`src/rtl/otp_cipher_engine.sv`:
```
// One-time-pad cipher engine: LFSR-generated pads stored per slot, XOR encrypt/decrypt.
// Optional OTP_PAD_ZEROIZE_EN adds per-slot valid bits, store-full/empty errors and pad clear on decrypt.
module otp_cipher_engine #(
  parameter int unsigned DATA_W    = 8,
  parameter int unsigned DEPTH     = 8,
  parameter int unsigned LFSR_SEED = 'hA5,
  parameter int unsigned LFSR_TAPS = 'hB8,
  localparam int unsigned IDX_W    = $clog2(DEPTH)
) (
  input  logic              clk,
  input  logic              rst_n,
  input  logic              ena,
  input  logic              in_valid,
  output logic              in_ready,
  input  logic [DATA_W-1:0] in_data,
  input  logic              in_decrypt,
  input  logic [IDX_W-1:0]  in_idx,
  output logic              out_valid,
  input  logic              out_ready,
  output logic [DATA_W-1:0] out_data,
  output logic [IDX_W-1:0]  out_idx,
  output logic              out_err,
  output logic [IDX_W:0]    pads_used
);

  localparam logic [DATA_W-1:0] SEED      = DATA_W'(LFSR_SEED);
  localparam logic [DATA_W-1:0] TAPS      = DATA_W'(LFSR_TAPS);
  localparam logic [IDX_W:0]    DEPTH_CNT = (IDX_W+1)'(DEPTH);

  typedef enum logic {
    S_IDLE   = 1'b0,
    S_RESULT = 1'b1
  } state_t;

  state_t            state_q, state_d;
  logic [DATA_W-1:0] lfsr_q, lfsr_d;
  logic [IDX_W-1:0]  wr_ptr_q, wr_ptr_d;
  logic [DATA_W-1:0] out_data_q, out_data_d;
  logic [IDX_W-1:0]  out_idx_q, out_idx_d;
  logic              out_err_q, out_err_d;
  logic [IDX_W:0]    used_q, used_d;
  logic [DATA_W-1:0] pad_q [DEPTH];
  logic [DATA_W-1:0] pad_d [DEPTH];
`ifdef OTP_PAD_ZEROIZE_EN
  logic [DEPTH-1:0]  vld_q, vld_d;
`endif

  logic              enc_err, dec_err;
  logic [DATA_W-1:0] lfsr_nxt, pad_rd;

  assign in_ready  = ena && (state_q == S_IDLE);
  assign out_valid = (state_q == S_RESULT);
  assign out_data  = out_data_q;
  assign out_idx   = out_idx_q;
  assign out_err   = out_err_q;
  assign pads_used = used_q;

  always_comb begin
    state_d    = state_q;
    lfsr_d     = lfsr_q;
    wr_ptr_d   = wr_ptr_q;
    out_data_d = out_data_q;
    out_idx_d  = out_idx_q;
    out_err_d  = out_err_q;
    used_d     = used_q;
    pad_d      = pad_q;
`ifdef OTP_PAD_ZEROIZE_EN
    vld_d      = vld_q;
    enc_err    = vld_q[wr_ptr_q];
    dec_err    = !vld_q[in_idx];
`else
    enc_err    = 1'b0;
    dec_err    = 1'b0;
`endif
    lfsr_nxt   = (lfsr_q >> 1) ^ (lfsr_q[0] ? TAPS : '0);
    pad_rd     = pad_q[in_idx];

    if (ena) begin
      case (state_q)
        S_IDLE: begin
          if (in_valid) begin
            state_d = S_RESULT;
            if (!in_decrypt) begin
              out_idx_d = wr_ptr_q;
              if (enc_err) begin
                out_data_d = '0;
                out_err_d  = 1'b1;
              end else begin
                out_data_d       = in_data ^ lfsr_q;
                out_err_d        = 1'b0;
                pad_d[wr_ptr_q]  = lfsr_q;
                lfsr_d           = lfsr_nxt;
                wr_ptr_d         = wr_ptr_q + 1'b1;
`ifdef OTP_PAD_ZEROIZE_EN
                vld_d[wr_ptr_q]  = 1'b1;
                used_d           = used_q + 1'b1;
`else
                if (used_q != DEPTH_CNT) used_d = used_q + 1'b1;
`endif
              end
            end else begin
              out_idx_d = in_idx;
              if (dec_err) begin
                out_data_d = '0;
                out_err_d  = 1'b1;
              end else begin
                out_data_d = in_data ^ pad_rd;
                out_err_d  = 1'b0;
`ifdef OTP_PAD_ZEROIZE_EN
                // Pad is single-use: wipe it once consumed.
                pad_d[in_idx] = '0;
                vld_d[in_idx] = 1'b0;
                used_d        = used_q - 1'b1;
`endif
              end
            end
          end
        end
        S_RESULT: begin
          if (out_ready) state_d = S_IDLE;
        end
        default: state_d = S_IDLE;
      endcase
    end
  end

  always_ff @(posedge clk or negedge rst_n) begin
    if (!rst_n) begin
      state_q    <= S_IDLE;
      lfsr_q     <= SEED;
      wr_ptr_q   <= '0;
      out_data_q <= '0;
      out_idx_q  <= '0;
      out_err_q  <= 1'b0;
      used_q     <= '0;
      for (int unsigned i = 0; i < DEPTH; i++) pad_q[i] <= '0;
`ifdef OTP_PAD_ZEROIZE_EN
      vld_q      <= '0;
`endif
    end else begin
      state_q    <= state_d;
      lfsr_q     <= lfsr_d;
      wr_ptr_q   <= wr_ptr_d;
      out_data_q <= out_data_d;
      out_idx_q  <= out_idx_d;
      out_err_q  <= out_err_d;
      used_q     <= used_d;
      pad_q      <= pad_d;
`ifdef OTP_PAD_ZEROIZE_EN
      vld_q      <= vld_d;
`endif
    end
  end

endmodule

```
`config.mk`:
```
export PLATFORM = sky130hd
export DESIGN_NAME = otp_cipher_engine
export DESIGN_NICKNAME = d
export VERILOG_FILES = /design/src/rtl/otp_cipher_engine.sv
export SDC_FILE = /design/constraint.sdc
export NUM_CORES = 1
export LEC_CHECK = 0
export ABC_AREA = 1
export BUFFER_PORTS_ARGS = -buffer_cell sky130_fd_sc_hd__buf_2
export CORE_UTILIZATION = 35
export DETAILED_ROUTE_END_ITERATION = 8
export SETUP_SLACK_MARGIN = 0.02
export SYNTH_ARGS = -nofsm -noshare
export SYNTH_HDL_FRONTEND = slang
export SYNTH_SLANG_ARGS = --single-unit
export TNS_END_PERCENT = 10
```
`constraint.sdc`:
```
create_clock -name clk -period 1.64 [get_ports clk]
set_clock_uncertainty 0.1 [all_clocks]
set_input_delay 0.082 -clock clk [delete_from_list [all_inputs] [get_ports clk]]
set_output_delay 0.082 -clock clk [all_outputs]
set_load 0.02 [all_outputs]
```
* Word level (Yosys, flattened, before mapping)
Index checks and enable logic that the tools add are counted.
** Storage, ports and cells
- Output and inout bits :: 18
- Input port bits :: 17
- Register bits after elaboration :: 91
- Logic and storage cells :: 44
** Operators by class
- Muxes and demuxes :: 12
- Equality and inequality tests :: 1
- $add $sub $neg :: 2
- Reductions and logical operators :: 5
- Bitwise operators :: 7
- Magnitude comparators :: 3
** Operators by type and width (number)
- $bwmux 64 :: 1
- $mux 8 :: 5
- $bmux 8 s3 :: 1
- $demux 8 s3 :: 1
- $xor 8x8->8 :: 2
- $ge 4x4->1 const B :: 2
- $not 3->4 :: 2
- $xor 7x8->8 :: 1
- $reduce_and 5->1 :: 1
- $add 4x1->4 const B :: 1
- $lt 4x1->1 const B :: 1
- $ne 4x4->1 const B :: 1
- $reduce_and 4->1 :: 1
- $add 3x1->3 const B :: 1
- $mux 3 :: 1
- $reduce_and 3->1 :: 1
- $logic_and 1x1->1 :: 2
- $mux 1 :: 2
- $not 1->1 :: 2
- $pmux 1 s2 :: 1

* Logic depth before layout (Yosys ltp)
Gate-level depths: netlist of the first run.
- Depth in word-level cells :: 6
- Gate-level depth with buffers :: 11
- Mapped depth without buffers :: 9

* Least setup slack after synthesis of the first run
No wires, ideal clock.
- Path kind :: reg-to-reg
- From :: reg state_q, in the netlist out_valid
- To :: reg pad_q[22] (netlist name)
- Stages on the path, launching flop included :: 9
- Buffers on the path :: 2
- Data required time :: 1.413 ns
- Library setup time :: 0.127 ns
- Setup slack :: -0.060 ns
- Arrival time :: 1.474 ns
- Period minus slack after synthesis :: 1.700 ns
- Cell sequence :: dfrtp_1 > nor2_4 > nand2_2 > nor2_4 > buf_8 > nand4_4 > buf_6 > nand2_1 > o21ai_2
** Between the ends
- Longest elaborated chain between the ends :: 2
** Ends and longest elaborated chain
- start: declaration :: line 35 : state_t state_q, state_d;
- start signal: assignment :: line 141 : state_q <= state_d;
- $not 1->1 (no source line)
- $reduce_and 4->1 (no source line)
- end signal: assignment :: line 148 : pad_q <= pad_d;
- end: declaration :: line 42 : logic [DATA_W-1:0] pad_q [DEPTH];
Every way passes these cells.
A chain may end at the register's enable or synchronous reset.

* Final worst setup path of the first run
- From :: reg state_q, in the netlist out_valid
- To :: reg pad_q[13] (netlist name)
The elaborated chain is that of the path after synthesis.

==> flow_metrics.tcl, run 1 <==
set metrics [dict create \
    grt_usage 0.175 \
    syn_area_um2 4520 \
    cts_root_buffer "clkbuf_16" \
    max_freq_mhz 628 \
    fin_crit_ps 1590 \
    worstMarginPinSlew_ps 518 \
    firstDrtPassIters 5 \
    clk_pin_slew_ps 60 \
    holdPathStages 4 \
    required_ps 1750 \
    drt-total-wl_mm 11.1 \
    r2r_start "out_valid$_DFFE_PN0P_" \
    r2r-end "pad_q[13]$_DFFE_PN0P_" \
    htreeDepth 3 \
    switching_power_mw 3.25 \
    drive_above_1_share 0.192 \
    power_frac_comb 0.330 \
    ir_worst_vdd_mv 0.646 \
    min_to "out_valid$_DFFE_PN0P_" \
    grt_antenna_before_repair 0 \
    io_pins 35 \
    finalSetupViolCount 0 \
    nets 629 \
    syn_inst 554 \
    endpoint_kind "register" \
    synth_seq_area_share 0.505 \
    globalplace.congestion 0.827 \
    outcome "completed" \
    yosysTopAreaCell "dfrtp_1" \
    p_per_area_nw_per_um2 1570 \
    numCtsBuffers 9 \
    final_cell_mix "nand2_1, dfrtp_1, nand3_1" \
    core_um2 12600 \
    yosys-top-cells-area "dfrtp_1, nand2_1, nand3_1" \
    antenna_cells 0 \
    die_x_um 116 \
    leakage_nw 2.62 \
    ys_warn_count 0 \
    top_layer "met4" \
    drtAntennaViolNets 0 \
    seqPwrFrac 0.445 \
    wl_met1_mm 5.35 \
    p_int_mw 5.26 \
    finalCritPeriodShare 0.971 \
    r2r_slack_ps 50 \
    num_rows 41 \
    finalHoldViolCount 0 \
    grt_pass1_vias 3417 \
    cp-start-kind "register" \
    avgSynthCellArea_um2 8.16 \
    met2_wirelength_mm 4.98 \
    die-area_um2 13400 \
    holdCritPathClass "primary input to register" \
    drt_iter0_markers 313 \
    slew_viol_final 0 \
    setup.worst_path.class "register to register" \
    grt_pass1_wl_mm 17.8 \
    initial_utilization 0.358 \
    synth_top_area_share 0.481 \
    max_cap_violations 0 \
    cts_tree "yes" \
    rr_worst_depth 7 \
    routedWlPerCell_um 14.2 \
    clk_path_buf_depth 2 \
    hpwl_mm 7.41 \
    grt_overflow_total 0 \
    switching_share 0.382 \
    vias_per_cell 4.78 \
    p_total_mw 8.52 \
    cp_cell_sequence "nor2_4 > nand2_2 > nor2_4 > buf_4 > nand2_2 > nand2_1 > o21ai_2" \
    grt_max_degree 33 \
    dr_wl_met3_um 535 \
    crit_fanout 16 \
    numClockSinks 91 \
    drc_errors 0 \
    layout_commonest_cell "nand2_1" \
    insertion_delay_ps 340 \
    rsz0062_at_grt "true" \
    clock_power_share 0.225 \
    hp-start "in_valid" \
    whs_ps 62.0 \
    setup_tns_ps 0 \
    worst_path_largest_cell_delay_ps 430 \
    syn-num-nets 574 \
    io_buffer_count 33 \
    cp_slowest_cell "dfrtp_2" \
    ys_types 29 \
    die_height_um 116 \
    synth-seq-cells 91 \
    syn_to_final_growth_pct 19.8 \
    num_vias 3755 \
    relSlewSlack 0.655 \
    cp.arrival_ps 1710 \
]
-- power by group through the flow --
stage	clock network (mW)	registers [mW]	logic (mW)
global route	2.04	3.91	3.22
floorplan	0	3.86	1.80
finish	1.92	3.79	2.81
CTS	1.96	3.77	2.78
detailed placement	0	3.80	2.75
global placement	0	3.77	2.69
-- critical path, delay by kind of cell (launching register included) --
kind / cells / cell delay [ps]
compound gates: 1 / 60
simple gates: 5 / 680
flops: 1 / 430
buf+inv: 1 / 190
-- through the flow --
step,setup slack (ps),area [um^2],util,std cells
after floorplan,-3.44,4520,-,554
after global routing,-66.8,5420,0.429,786
final,47.4,5420,0.429,786
after CTS,37.3,5340,0.423,783
after detailed placement,37.0,4950,0.392,755
after global placement,81.2,4950,0.392,755
-- synthesized netlist by cell type --
cell / n
inv_2: 3
nor2_4: 2
buf_6: 4
clkinv_1: 1
nand3_1: 57
buf_8: 1
nor3_2: 4
buf_4: 2
xor2_1: 4
nand4_4: 3
buf_2: 12
inv_1: 55
nor2_1: 11
dfstp_2: 4
o21ai_2: 20
xnor2_1: 1
conb_1: 1
nand4_2: 1
o21ai_1: 41
nand2_1: 194
clkbuf_1: 8
nand4_1: 8
a21oi_1: 2
nand2_2: 6
nor3_1: 1
ha_1: 3
o21ai_0: 16
dfrtp_1: 87
a31oi_1: 2
-- worst max path at each step --
stage                                        from                     to  cells after the start
after floorplan             out_valid$_DFFE_PN0P_  pad_q[22]$_DFFE_PN0P_                      8
after global placement      out_valid$_DFFE_PN0P_   pad_q[5]$_DFFE_PN0P_                      7
after detailed placement    out_valid$_DFFE_PN0P_  pad_q[21]$_DFFE_PN0P_                      7
after CTS                   out_valid$_DFFE_PN0P_  pad_q[21]$_DFFE_PN0P_                      7
after global routing      wr_ptr_q[0]$_DFFE_PN0P_  pad_q[59]$_DFFE_PN0P_                      4
final                       out_valid$_DFFE_PN0P_  pad_q[13]$_DFFE_PN0P_                      7
-- metal layers --
metal,vias up,global-route usage
li1,1888,-
met3,17,0.0277
met2,89,0.273
met1,1761,0.243
met5,-,0
met4,0,0.0726
-- sequential cells by signal, indices dropped and copies added, names as in the netlist --
| name | count |
|---|---|
| out_idx | 3 |
| out_data | 8 |
| wr_ptr_q | 3 |
| pad_q | 64 |
| out_valid | 1 |
| pads_used | 4 |
| lfsr_q | 8 |
-- area by class of cell --
class | instances | area, um^2
clock inverter | 5 | 37.5
timing repair buffer | 70 | 542
multi-input combinational | 378 | 1880
fill | 1274 | 7200
tap | 172 | 215
sequential | 91 | 2280
clock buffer | 11 | 233
inverter | 59 | 225
-- timing repair --
action,CTS,global route
hold buffers,12,0
setup endpoints to repair,0,53
setup buffers,0,2
resized for setup,0,4
endpoints found under the hold margin,100,0
-- cell families (layout without fill, tap and decap cells) --
logic type                 Yosys count  count (layout)  share of synthesized area
buffers and inverters               86             145                     0.0855
xor gates and xnor gates             5               5                    0.00968
and+or+nand+nor                    287             288                      0.284
DFF                                 91              91                      0.505
adders and majority gates            3               3                    0.00830
other                                1               1                   0.000829
AOI/OAI and AO/OA                   81              81                      0.107
No activity file was read; power rests on OpenSTA's default activity.
==> run 2: changes to the inputs <==
PLACE_DENSITY_LB_ADDON = 0.08   (was unset)
==> flow_metrics.tcl, run 2 (synthesized netlist as in run 1, its figures left out) <==
set metrics [dict create \
    cp_slowest_cell "dfrtp_2" \
    vias_per_cell 4.76 \
    rsz0062_at_grt "true" \
    io_buffer_count 33 \
    drc_errors 0 \
    min_to "out_valid$_DFFE_PN0P_" \
    initial_utilization 0.358 \
    cp.arrival_ps 1710 \
    final_cell_mix "nand2_1, dfrtp_1, nand3_1" \
    io_pins 35 \
    r2r_start "out_valid$_DFFE_PN0P_" \
    cp-start-kind "register" \
    finalCritPeriodShare 0.968 \
    largest_reg_flops 64 \
    finalHoldViolCount 0 \
    leakage_nw 2.63 \
    p_per_area_nw_per_um2 1620 \
    grt_overflow_total 0 \
    worst_path_largest_cell_delay_ps 430 \
    required_ps 1760 \
    holdPathStages 4 \
    holdCritPathClass "primary input to register" \
    insertion_delay_ps 350 \
    grt_pass1_wl_mm 19.5 \
    core_um2 12600 \
    setup_tns_ps 0 \
    rr_worst_depth 7 \
    layout_commonest_cell "nand2_1" \
    drtAntennaViolNets 0 \
    p_total_mw 8.85 \
    regMostFlops "pad_q" \
    setup.worst_path.class "register to register" \
    path_common_cell "nor2_4" \
    numClockSinks 91 \
    grt_usage 0.199 \
    grt_max_degree 36 \
    die_x_um 116 \
    hpwl_mm 8.31 \
    globalplace.congestion 0.755 \
    htreeDepth 3 \
    max_cap_violations 0 \
    cp_cell_sequence "nor2_4 > nand2_2 > nor2_4 > buf_12 > nand4_4 > nand2_1 > o21ai_1" \
    slew_viol_final 0 \
    finalSetupViolCount 0 \
    drt-total-wl_mm 12.3 \
    antenna_cells 0 \
    grt_antenna_before_repair 0 \
    nets 629 \
    clk_pin_slew_ps 70 \
    r2r-end "pad_q[23]$_DFFE_PN0P_" \
    firstDrtPassIters 4 \
    clk_path_buf_depth 2 \
    endpoint_kind "register" \
    grt_pass1_vias 3654 \
    hp-start "in_valid" \
    syn_to_final_growth_pct 20.7 \
    relSlewSlack 0.628 \
    crit_fanout 16 \
    worstMarginPinSlew_ps 558 \
    drive_above_1_share 0.197 \
    die-area_um2 13400 \
    outcome "completed" \
    max_freq_mhz 630 \
    fin_crit_ps 1590 \
    drt_iter0_markers 216 \
    routedWlPerCell_um 15.7 \
    r2r_slack_ps 50 \
    num_rows 41 \
    die_height_um 116 \
    numCtsBuffers 9 \
    num_vias 3742 \
    ir_worst_vdd_mv 0.470 \
    cts_root_buffer "clkbuf_16" \
    cts_tree "yes" \
]
-- run 2: cell count changes in the layout (fill, tap and decap cells not counted), sizes merged --
cell,previous run,this run
bufinv,0,2
clkbuf,11,9
clkinv,1,3
inv,60,58
-- run 2: area by class of cell --
type	instances	area, um^2
Clock buffer	9	225
Clock inverter	7	92.6
Fill cell	1323	7160
Inverter	59	221
Multi-Input combinational cell	378	1870
Sequential cell	91	2290
Tap cell	172	215
Timing Repair Buffer	70	551
-- run 2: critical path: cells and delay by family (launching register included) --
family / cells / cell delay (ps)
AND/OR/NAND/NOR: 5 / 670
flip-flops: 1 / 430
buffers and inverters: 1 / 170
AO/OA/AOI/OAI: 1 / 80
-- run 2: worst max path at each step --
| stage | startpoint | endpoint | slack [ps] | depth (start not counted) |
|---|---|---|---|---|
| 2_1_floorplan | out_valid$_DFFE_PN0P_ | pad_q[22]$_DFFE_PN0P_ | -3 | 8 |
| 3_3_place_gp | out_valid$_DFFE_PN0P_ | pad_q[5]$_DFFE_PN0P_ | 70 | 7 |
| 3_5_place_dp | out_valid$_DFFE_PN0P_ | pad_q[5]$_DFFE_PN0P_ | 50 | 7 |
| 4_1_cts | out_valid$_DFFE_PN0P_ | pad_q[5]$_DFFE_PN0P_ | 30 | 7 |
| 5_1_grt | out_valid$_DFFE_PN0P_ | pad_q[8]$_DFFE_PN0P_ | -50 | 7 |
| 6_report | out_valid$_DFFE_PN0P_ | pad_q[23]$_DFFE_PN0P_ | 50 | 7 |
-- run 2: where the power goes --
part	internal, mW	switching [mW]
combinational	1.05	1.75
sequential	3.18	0.623
clock	1.33	0.921
total	5.56	3.29
-- run 2: repair_timing --
action,in CTS,in global routing
buffers inserted,0,1
hold buffers,12,0
hold endpoints to repair,42,0
setup endpoints to repair,0,42
gates resized for setup,0,2
-- run 2: per-stage QoR --
step / util / hold slack, ps / std cells / cell area, um^2 / setup slack (ps)
5_1_grt: 0.432 / 77.0 / 786 / 5460 / -51.2
3_3_place_gp: 0.395 / 4.37 / 756 / 4980 / 69.7
6_report: 0.432 / 47.5 / 786 / 5460 / 52.6
2_1_floorplan: - / -314 / 554 / 4520 / -3.44
3_5_place_dp: 0.395 / 7.06 / 756 / 4980 / 46.0
4_1_cts: 0.430 / 44.8 / 784 / 5420 / 32.0
-- run 2: routing by layer --
| metal | global-route usage | vias up | wire length, um |
|---|---|---|---|
| li1 | - | 1882 | - |
| met1 | 0.256 | 1788 | 5870 |
| met2 | 0.337 | 56 | 5910 |
| met3 | 0.0262 | 16 | 279 |
| met4 | 0.0838 | 0 | 257 |
| met5 | 0 | - | 0 |
